===== src/rtl/matrix_input_assembler.sv =====
// Frames a UART byte stream (m, n, then m*n elements) into the packed
// matrix_storage store interface, with dimension, range, occupancy and timeout checks.
module matrix_input_assembler #(
  parameter int MAX_DIM     = 5,
  parameter int ELEM_MAX    = 9,
  parameter int MAX_MATS    = 10,
  parameter int TIMEOUT_CYC = 100_000_000
) (
  input  logic                         clk,
  input  logic                         rst_n,
  input  logic [7:0]                   rx_data,
  input  logic                         rx_valid,
  input  logic                         cancel,
  input  logic [3:0]                   mat_count,
  output logic [3:0]                   input_mat_m,
  output logic [3:0]                   input_mat_n,
  output logic [MAX_DIM*MAX_DIM*8-1:0] input_mat_data,
  output logic                         input_store_en,
  output logic                         busy,
  output logic [2:0]                   error_type
);

  localparam int NELEM = MAX_DIM * MAX_DIM;
  localparam int IDX_W = $clog2(NELEM + 1);
  localparam int CNT_W = 27;

  localparam logic [7:0]       DIM_B   = 8'(MAX_DIM);
  localparam logic [7:0]       ELEM_B  = 8'(ELEM_MAX);
  localparam logic [3:0]       MATS_B  = 4'(MAX_MATS);
  localparam logic [CNT_W-1:0] TO_LAST = CNT_W'(TIMEOUT_CYC - 1);

  typedef enum logic [1:0] {IDLE, GET_N, GET_ELEM, STORE} state_e;
  typedef enum logic [2:0] {
    ERR_NONE    = 3'd0,
    ERR_DIM     = 3'd1,
    ERR_ELEM    = 3'd2,
    ERR_FULL    = 3'd3,
    ERR_TIMEOUT = 3'd4
  } err_e;

  state_e                   state_q;
  err_e                     err_q;
  logic                     store_en_q;
  logic [3:0]               m_q, n_q;
  logic [NELEM*8-1:0]       data_q;
  logic [IDX_W-1:0]         idx_q, total_q;
  logic [CNT_W-1:0]         cnt_q;

  logic dim_ok;
  assign dim_ok = (rx_data != 8'd0) && (rx_data <= DIM_B);

  always_ff @(posedge clk or negedge rst_n) begin
    if (!rst_n) begin
      state_q    <= IDLE;
      err_q      <= ERR_NONE;
      store_en_q <= 1'b0;
      m_q        <= '0;
      n_q        <= '0;
      data_q     <= '0;
      idx_q      <= '0;
      total_q    <= '0;
      cnt_q      <= '0;
    end else begin
      // NOTE: pulse outputs default low every cycle with non-blocking assignments,
      // so a later assignment in this block wins and no pulse can stick.
      store_en_q <= 1'b0;
      err_q      <= ERR_NONE;

      if (cancel) begin
        state_q <= IDLE;
        idx_q   <= '0;
        cnt_q   <= '0;
      end else begin
        case (state_q)
          IDLE: begin
            cnt_q <= '0;
            if (rx_valid) begin
              if (dim_ok) begin
                m_q     <= rx_data[3:0];
                state_q <= GET_N;
              end else begin
                err_q <= ERR_DIM;
              end
            end
          end

          GET_N: begin
            if (rx_valid) begin
              cnt_q <= '0;
              if (dim_ok) begin
                n_q     <= rx_data[3:0];
                total_q <= IDX_W'({4'b0, m_q} * {4'b0, rx_data[3:0]});
                idx_q   <= '0;
                data_q  <= '0;
                state_q <= GET_ELEM;
              end else begin
                err_q   <= ERR_DIM;
                state_q <= IDLE;
              end
            end else if (cnt_q == TO_LAST) begin
              err_q   <= ERR_TIMEOUT;
              cnt_q   <= '0;
              state_q <= IDLE;
            end else begin
              cnt_q <= cnt_q + CNT_W'(1);
            end
          end

          GET_ELEM: begin
            if (rx_valid) begin
              cnt_q <= '0;
              if (rx_data > ELEM_B) begin
                err_q   <= ERR_ELEM;
                idx_q   <= '0;
                state_q <= IDLE;
              end else begin
                for (int k = 0; k < NELEM; k++) begin
                  if (idx_q == IDX_W'(k)) data_q[8*k +: 8] <= rx_data;
                end
                idx_q <= idx_q + IDX_W'(1);
                if (idx_q == total_q - IDX_W'(1)) state_q <= STORE;
              end
            end else if (cnt_q == TO_LAST) begin
              err_q   <= ERR_TIMEOUT;
              cnt_q   <= '0;
              idx_q   <= '0;
              state_q <= IDLE;
            end else begin
              cnt_q <= cnt_q + CNT_W'(1);
            end
          end

          STORE: begin
            // Any byte arriving this cycle is ignored; the next frame restarts at m.
            if (mat_count >= MATS_B) err_q <= ERR_FULL;
            else                     store_en_q <= 1'b1;
            idx_q   <= '0;
            cnt_q   <= '0;
            state_q <= IDLE;
          end

          default: state_q <= IDLE;
        endcase
      end
    end
  end

  assign input_mat_m    = m_q;
  assign input_mat_n    = n_q;
  assign input_mat_data = data_q;
  assign input_store_en = store_en_q;
  assign error_type     = err_q;
  assign busy           = (state_q != IDLE);

endmodule

===== config.mk =====
export PLATFORM = sky130hd
export DESIGN_NAME = matrix_input_assembler
export DESIGN_NICKNAME = d
export VERILOG_FILES = /design/src/rtl/matrix_input_assembler.sv
export SDC_FILE = /design/constraint.sdc
export NUM_CORES = 1
export LEC_CHECK = 0
export ABC_CLOCK_PERIOD_IN_PS = 7050
export CELL_PAD_IN_SITES_DETAIL_PLACEMENT = 1
export CELL_PAD_IN_SITES_GLOBAL_PLACEMENT = 1
export CORE_MARGIN = 2
export CORE_UTILIZATION = 42
export DETAILED_ROUTE_END_ITERATION = 6
export PLACE_DENSITY_LB_ADDON = 0.1
export SLEW_MARGIN = 20
export SYNTH_ARGS = -nofsm -noshare
export SYNTH_HDL_FRONTEND = slang
export SYNTH_SLANG_ARGS = --single-unit

===== constraint.sdc =====
create_clock -name clk -period 7.05 [get_ports clk]
set_input_delay 1.41 -clock clk [delete_from_list [all_inputs] [get_ports clk]]
set_output_delay 1.41 -clock clk [all_outputs]
set_load 0.05 [all_outputs]

==> results_dict.tcl, run 1 <==
set metrics [dict create \
    status "finished clean" \
    ys_seq_elements 251 \
    grtUsageMet3 0.0526 \
    syn_inst 911 \
    cts.sinks 251 \
    relSlewSlack 0.407 \
    n_antenna_cell 0 \
    rows 56 \
    clkSlewWorstSetupHoldPaths_ps 60 \
    instances_no_fill 1461 \
    synth-xor-area-share 0.0304 \
    core_area_um2 23500 \
    cts_setup_buffers 0 \
    htreeDepth 1 \
    grt_pass1_wl_um 44600 \
    ys_seq_area_frac 0.622 \
    p_leak_nw 5.92 \
    hold_path_class "reg -> reg" \
    fp.dieH_um 159 \
    syn_nets 945 \
    setup_viol 0 \
    synth_area_per_cell_um2 11.1 \
    grt-ovfl-total 0 \
    numPortBuffers 227 \
    io_pins 229 \
    async_reset_ff_frac 1.00 \
    crit_type "in -> reg" \
    synth_cell_types 48 \
    met1_usage 0.277 \
    gp_congestion 0.755 \
    synthAdderAreaFrac 0.0245 \
    cp-end-kind "flip-flop" \
    clock.fmax_ghz 0.247 \
    grt_max_degree 142 \
    dp.cells 1413 \
    yosys_most_used_dff "dfrtp_1" \
    detail_route.wl_per_cell_um 18.3 \
    grt_use_met2 0.371 \
    dpl.hpwl_um 18000 \
    start_util 0.429 \
    grt_usage 0.216 \
    critical_path_arrival_ps 4440 \
    firstDrtPassIters 4 \
    nFillCells 2503 \
    clock_path_buffers 3 \
    maxCapViolCount 0 \
    area_growth_pct 33.6 \
    vias_per_cell 5.04 \
    power_density_nw_per_um2 245 \
    grt_pass1_vias 8084 \
    antenna_found_initial 0 \
    synth_edf_count 0 \
    vias 7362 \
    drt_wl_total_um 26700 \
    ctsResizeCount 0 \
    ctsHoldBuffers 0 \
    cp_data_required_time_ps 7440 \
    finalHoldViolCount 0 \
    r2r-start "input_mat_m[0]" \
    setup_tns_ps 0 \
    synth_top_family_by_area "simple AND/OR/NAND/NOR gates" \
    drt_iter0_drc 291 \
    synthMuxAreaShare 0.00768 \
    ys_warn_count 0 \
    ir_drop_v 0.000165 \
    cts_root_buf "clkbuf_16" \
    rsz0062_at_grt "no" \
    hold_start "input_mat_data[194]" \
    max_slew.worst_pin.slew_ps 890 \
    crit_fanout 11 \
    hold_ws_ps 477 \
    worstSkewPairLatency_ps 540 \
    synth-compound-area-share 0.0920 \
    drive_gt1_frac 0.0543 \
    startpoint "rx_data[2]" \
    layout_commonest_cell "dfrtp_1" \
    grt-busiest-layer "met2" \
    cp-start-kind "input port" \
    dieArea_um2 25300 \
    fin_worst_skew_ps 13.1 \
    layout_common_cells "251 x dfrtp_1, 226 x clkdlybuf4s50_1, 148 x nand2_1" \
    period_share 0.575 \
    synth_area_um2 10100 \
    die_x_um 159 \
    dpl-instance-area_um2 12500 \
    period_minus_slack_ps 4050 \
    drc 0 \
    slew_viol_final 0 \
    total_power_w 0.00330 \
    final_cell_area_um2 13500 \
    drtAntennaViolNets 0 \
    cts_tree "done" \
    nNetsFinal 1158 \
    cts_buffers 28 \
    synth-simple-area-share 0.180 \
]
[final timing paths]
path / end / slack (ps) / cells past startpoint
min in group asynchronous: input_mat_data[199] / 890 / 1
setup / recovery: total_q[4] / 3000 / 10
hold reg to reg: input_mat_data[194] / 480 / 2
max in group asynchronous: input_mat_data[62] / 4930 / 2
hold / removal: input_mat_data[194] / 480 / 2
setup reg to reg: total_q[4] / 4170 / 9
[power by group]
| group | leakage, nW | internal (W) | total, W | switching [W] |
|---|---|---|---|---|
| registers | 3.50 | 0.00146 | 0.00147 | 0.0000132 |
| logic | 1.91 | 0.0000690 | 0.000232 | 0.000163 |
| clock network | 0.502 | 0.00102 | 0.00160 | 0.000574 |
[area by class of cell]
cell class / count / area, µm² / share of cell area
Sequential cell: 251 / 6280 / 0.466
Multi-Input combinational cell: 588 / 3370 / 0.250
Clock inverter: 9 / 195 / 0.0145
Clock buffer: 39 / 823 / 0.0610
Inverter: 22 / 82.6 / 0.00612
Tap cell: 319 / 399 / 0.0296
Timing Repair Buffer: 233 / 2330 / 0.173
[logic make-up after synthesis]
| logic type | after synthesis |
|---|---|
| DFF | 251 |
| adders and majority gates | 18 |
| muxes | 7 |
| and+or+nand+nor | 366 |
| AOI/OAI and AO/OA | 162 |
| buffers and inverters | 72 |
| xor gates and xnor gates | 35 |
[metal layers]
layer,vias to the layer above,part of all wire
li1,3421,-
met2,186,0.49
met1,3716,0.43
met3,39,0.061
met4,0,0.021
met5,-,0
[metrics by stage]
step / util / setup WS [ps]
2_1_floorplan: - / 3050
3_3_place_gp: 0.530 / 2470
3_5_place_dp: 0.530 / 2430
4_1_cts: 0.573 / 2990
5_1_grt: 0.573 / 2810
6_report: 0.573 / 3000
[synth_stat cells, types with 17 or more instances]
master / instances / share of area
o21ai_0: 33 / 0.016
inv_1: 22 / 0.0082
and2_1: 110 / 0.068
xnor2_1: 21 / 0.018
clkbuf_1: 24 / 0.0089
nor2_1: 44 / 0.016
buf_6: 22 / 0.025
dfrtp_1: 251 / 0.62
a21o_1: 26 / 0.019
nand2_1: 148 / 0.055
o21ai_1: 81 / 0.040
nand3_1: 17 / 0.0084
[critical path, stage by stage]
cell and delay (ps):
clkdlybuf4s50_1 710, nand2_1 130, fa_1 490, fa_1 530, fa_1 450, xor2_1 170, xnor2_1 190, xnor2_1 150
xnor2_1 130, o21ai_0 80
[state kept, by name (all words and copies together) (netlist names)]
signal / flops
input_mat_data: 200
cnt_q: 27
idx_q: 5
total_q: 5
input_mat_m: 4
input_mat_n: 4
error_type: 3
state_q: 2
input_store_en: 1
No activity file was read; power rests on OpenSTA's default activity.
==> inputs of run 2 (changes only) <==
--- a/config.mk
+++ b/config.mk
@@ -5,11 +5,11 @@
 export SDC_FILE = /design/constraint.sdc
 export NUM_CORES = 1
 export LEC_CHECK = 0
-export ABC_CLOCK_PERIOD_IN_PS = 7050
+export ABC_CLOCK_PERIOD_IN_PS = 4100
 export CELL_PAD_IN_SITES_DETAIL_PLACEMENT = 1
 export CELL_PAD_IN_SITES_GLOBAL_PLACEMENT = 1
 export CORE_MARGIN = 2
-export CORE_UTILIZATION = 42
+export CORE_UTILIZATION = 39
 export DETAILED_ROUTE_END_ITERATION = 6
 export PLACE_DENSITY_LB_ADDON = 0.1
 export SLEW_MARGIN = 20
==> constraint.sdc (replaced) <==
create_clock -name clk -period 4.1 [get_ports clk]
set_input_delay 0.82 -clock clk [delete_from_list [all_inputs] [get_ports clk]]
set_output_delay 0.82 -clock clk [all_outputs]
set_load 0.05 [all_outputs]
==> results_dict.tcl, run 2 (same netlist as run 1, synthesis figures left out) <==
set metrics [dict create \
    hold_path_class "in -> async" \
    rows 58 \
    maxCapViolCount 0 \
    firstDrtPassIters 6 \
    ir_drop_v 0.000267 \
    rsz0062_at_grt "no" \
    crit_family "adder cells" \
    p_seq_frac 0.461 \
    internal_power_w 0.00420 \
    swShare 0.234 \
    max_slew.worst_pin.slew_ps 667 \
    drtAntennaViolNets 0 \
    power.share.combinational 0.074 \
    io_pins 229 \
    core_area_um2 25300 \
    ctsResizeCount 0 \
    gp_congestion 0.742 \
    crit_fanout 2 \
    critical_path_arrival_ps 3590 \
    worstPathBufferInverterCount 1 \
    cts_setup_buffers 0 \
    cp-end-kind "flip-flop" \
    worstSkewPairLatency_ps 530 \
    clock.fmax_ghz 0.313 \
    period_share 0.779 \
    cp_data_required_time_ps 4490 \
    ctsHoldBuffers 0 \
    cts.sinks 251 \
    drc 0 \
    grt_pass1_vias 7668 \
    drt_wl_total_um 26700 \
    numPortBuffers 227 \
    r2r-start "input_mat_m[0]" \
    largest_register_ffs 200 \
    power_frac_clock 0.465 \
    htreeDepth 1 \
    crit_type "in -> reg" \
    cp-start-kind "input port" \
    dp.cells 1433 \
    layout_common_cells "251 x dfrtp_1, 226 x clkdlybuf4s50_1, 148 x nand2_1" \
    p_leak_nw 5.94 \
    slew_viol_final 0 \
    grt_max_degree 85 \
    antenna_found_initial 1 \
    cts_root_buf "clkbuf_16" \
    n_antenna_cell 0 \
    drt_iter0_drc 443 \
    crit_slowest_cell "fa_1" \
    status "finished clean" \
    grt-ovfl-total 0 \
    nNetsFinal 1167 \
    critPathMaxStageDelay_ps 530 \
    grt_usage 0.202 \
    clock_path_buffers 3 \
    instances_no_fill 1484 \
    hold_ws_ps 275 \
    period_minus_slack_ps 3190 \
    clkSlewWorstSetupHoldPaths_ps 60 \
    die_x_um 165 \
    cts_tree "done" \
    fp.dieH_um 165 \
    grt_pass1_wl_um 43200 \
    detail_route.wl_per_cell_um 18.0 \
    layout_commonest_cell "dfrtp_1" \
    post-route-util 0.533 \
    dpl.hpwl_um 18400 \
    power_density_nw_per_um2 406 \
    start_util 0.399 \
    vias 7232 \
    area_growth_pct 33.8 \
    dp_slack_ps 335 \
    setup_slack_ps 905 \
    dieArea_um2 27200 \
    setup_tns_ps 0 \
    setup_viol 0 \
    finalHoldViolCount 0 \
    fin_worst_skew_ps 13.0 \
    drive_gt1_frac 0.0633 \
    power_switching_w 0.00128 \
    vias_per_cell 4.87 \
    startpoint "rx_data[3]" \
    path_cells "clkdlybuf4s50_1, nand2_1, fa_1, fa_1, fa_1, xor2_1, xnor2_1, xnor2_1, xnor2_1, o21ai_0" \
    relSlewSlack 0.556 \
    cts_buffers 28 \
]
run 2: cell count changes in the layout (fill, tap and decap cells not counted):
cell and change:
clkinv_2 +3, buf_4 +9, clkbuf_8 +3, clkbuf_1 +1, bufinv_16 -4
run 2: layer usage:
metal | track usage | vias up | routed length, µm
met3 | 0.0540 | 34 | 1650
li1 | - | 3440 | -
met1 | 0.265 | 3594 | 11600
met2 | 0.338 | 164 | 12900
met4 | 0.0462 | 0 | 593
met5 | 0 | - | 0
run 2: metrics by stage:
step / total power, W / instance area (µm²)
after floorplan: 0.00280 / 10100
after global placement: 0.00298 / 12600
after detailed placement: 0.00298 / 12600
after CTS: 0.00557 / 13500
after global routing: 0.00571 / 13500
final: 0.00548 / 13500
run 2: power groups by stage:
stage,clock [W],sequential (W),combinational [W]
CTS,0.00263,0.00253,0.000416
floorplan,0,0.00262,0.000181
finish,0.00255,0.00253,0.000406
global route,0.00273,0.00253,0.000447
detailed placement,0,0.00257,0.000415
global placement,0,0.00257,0.000410
run 2: final cells by class:
cell class | instances | area [µm²]
Clock buffer | 43 | 868
Inverter | 22 | 82.6
Clock inverter | 8 | 90.1
Timing Repair Buffer | 242 | 2400
Multi-Input combinational cell | 588 | 3370
Fill cell | 2721 | 11800
Sequential cell | 251 | 6280
Tap cell | 330 | 413
run 2: path summary, 6_finish.rpt:
kind | end | slack (ps) | cells after the start
min | input_mat_data[127] | 270 | 1
min reg2reg | input_mat_data[176] | 480 | 2
max in group asynchronous | input_mat_data[103] | 2740 | 2
max reg2reg | total_q[4] | 1170 | 9
min in group clk | input_mat_data[176] | 480 | 2
max | total_q[4] | 910 | 10
run 2: worst reg2reg max path: cells and delay by family, from the launching register on:
family / cells / cell delay [ps]
compound gates: 1 / 80
xor+xnor: 4 / 650
fa+ha+maj: 3 / 1490
flops: 1 / 460
simple gates: 1 / 120
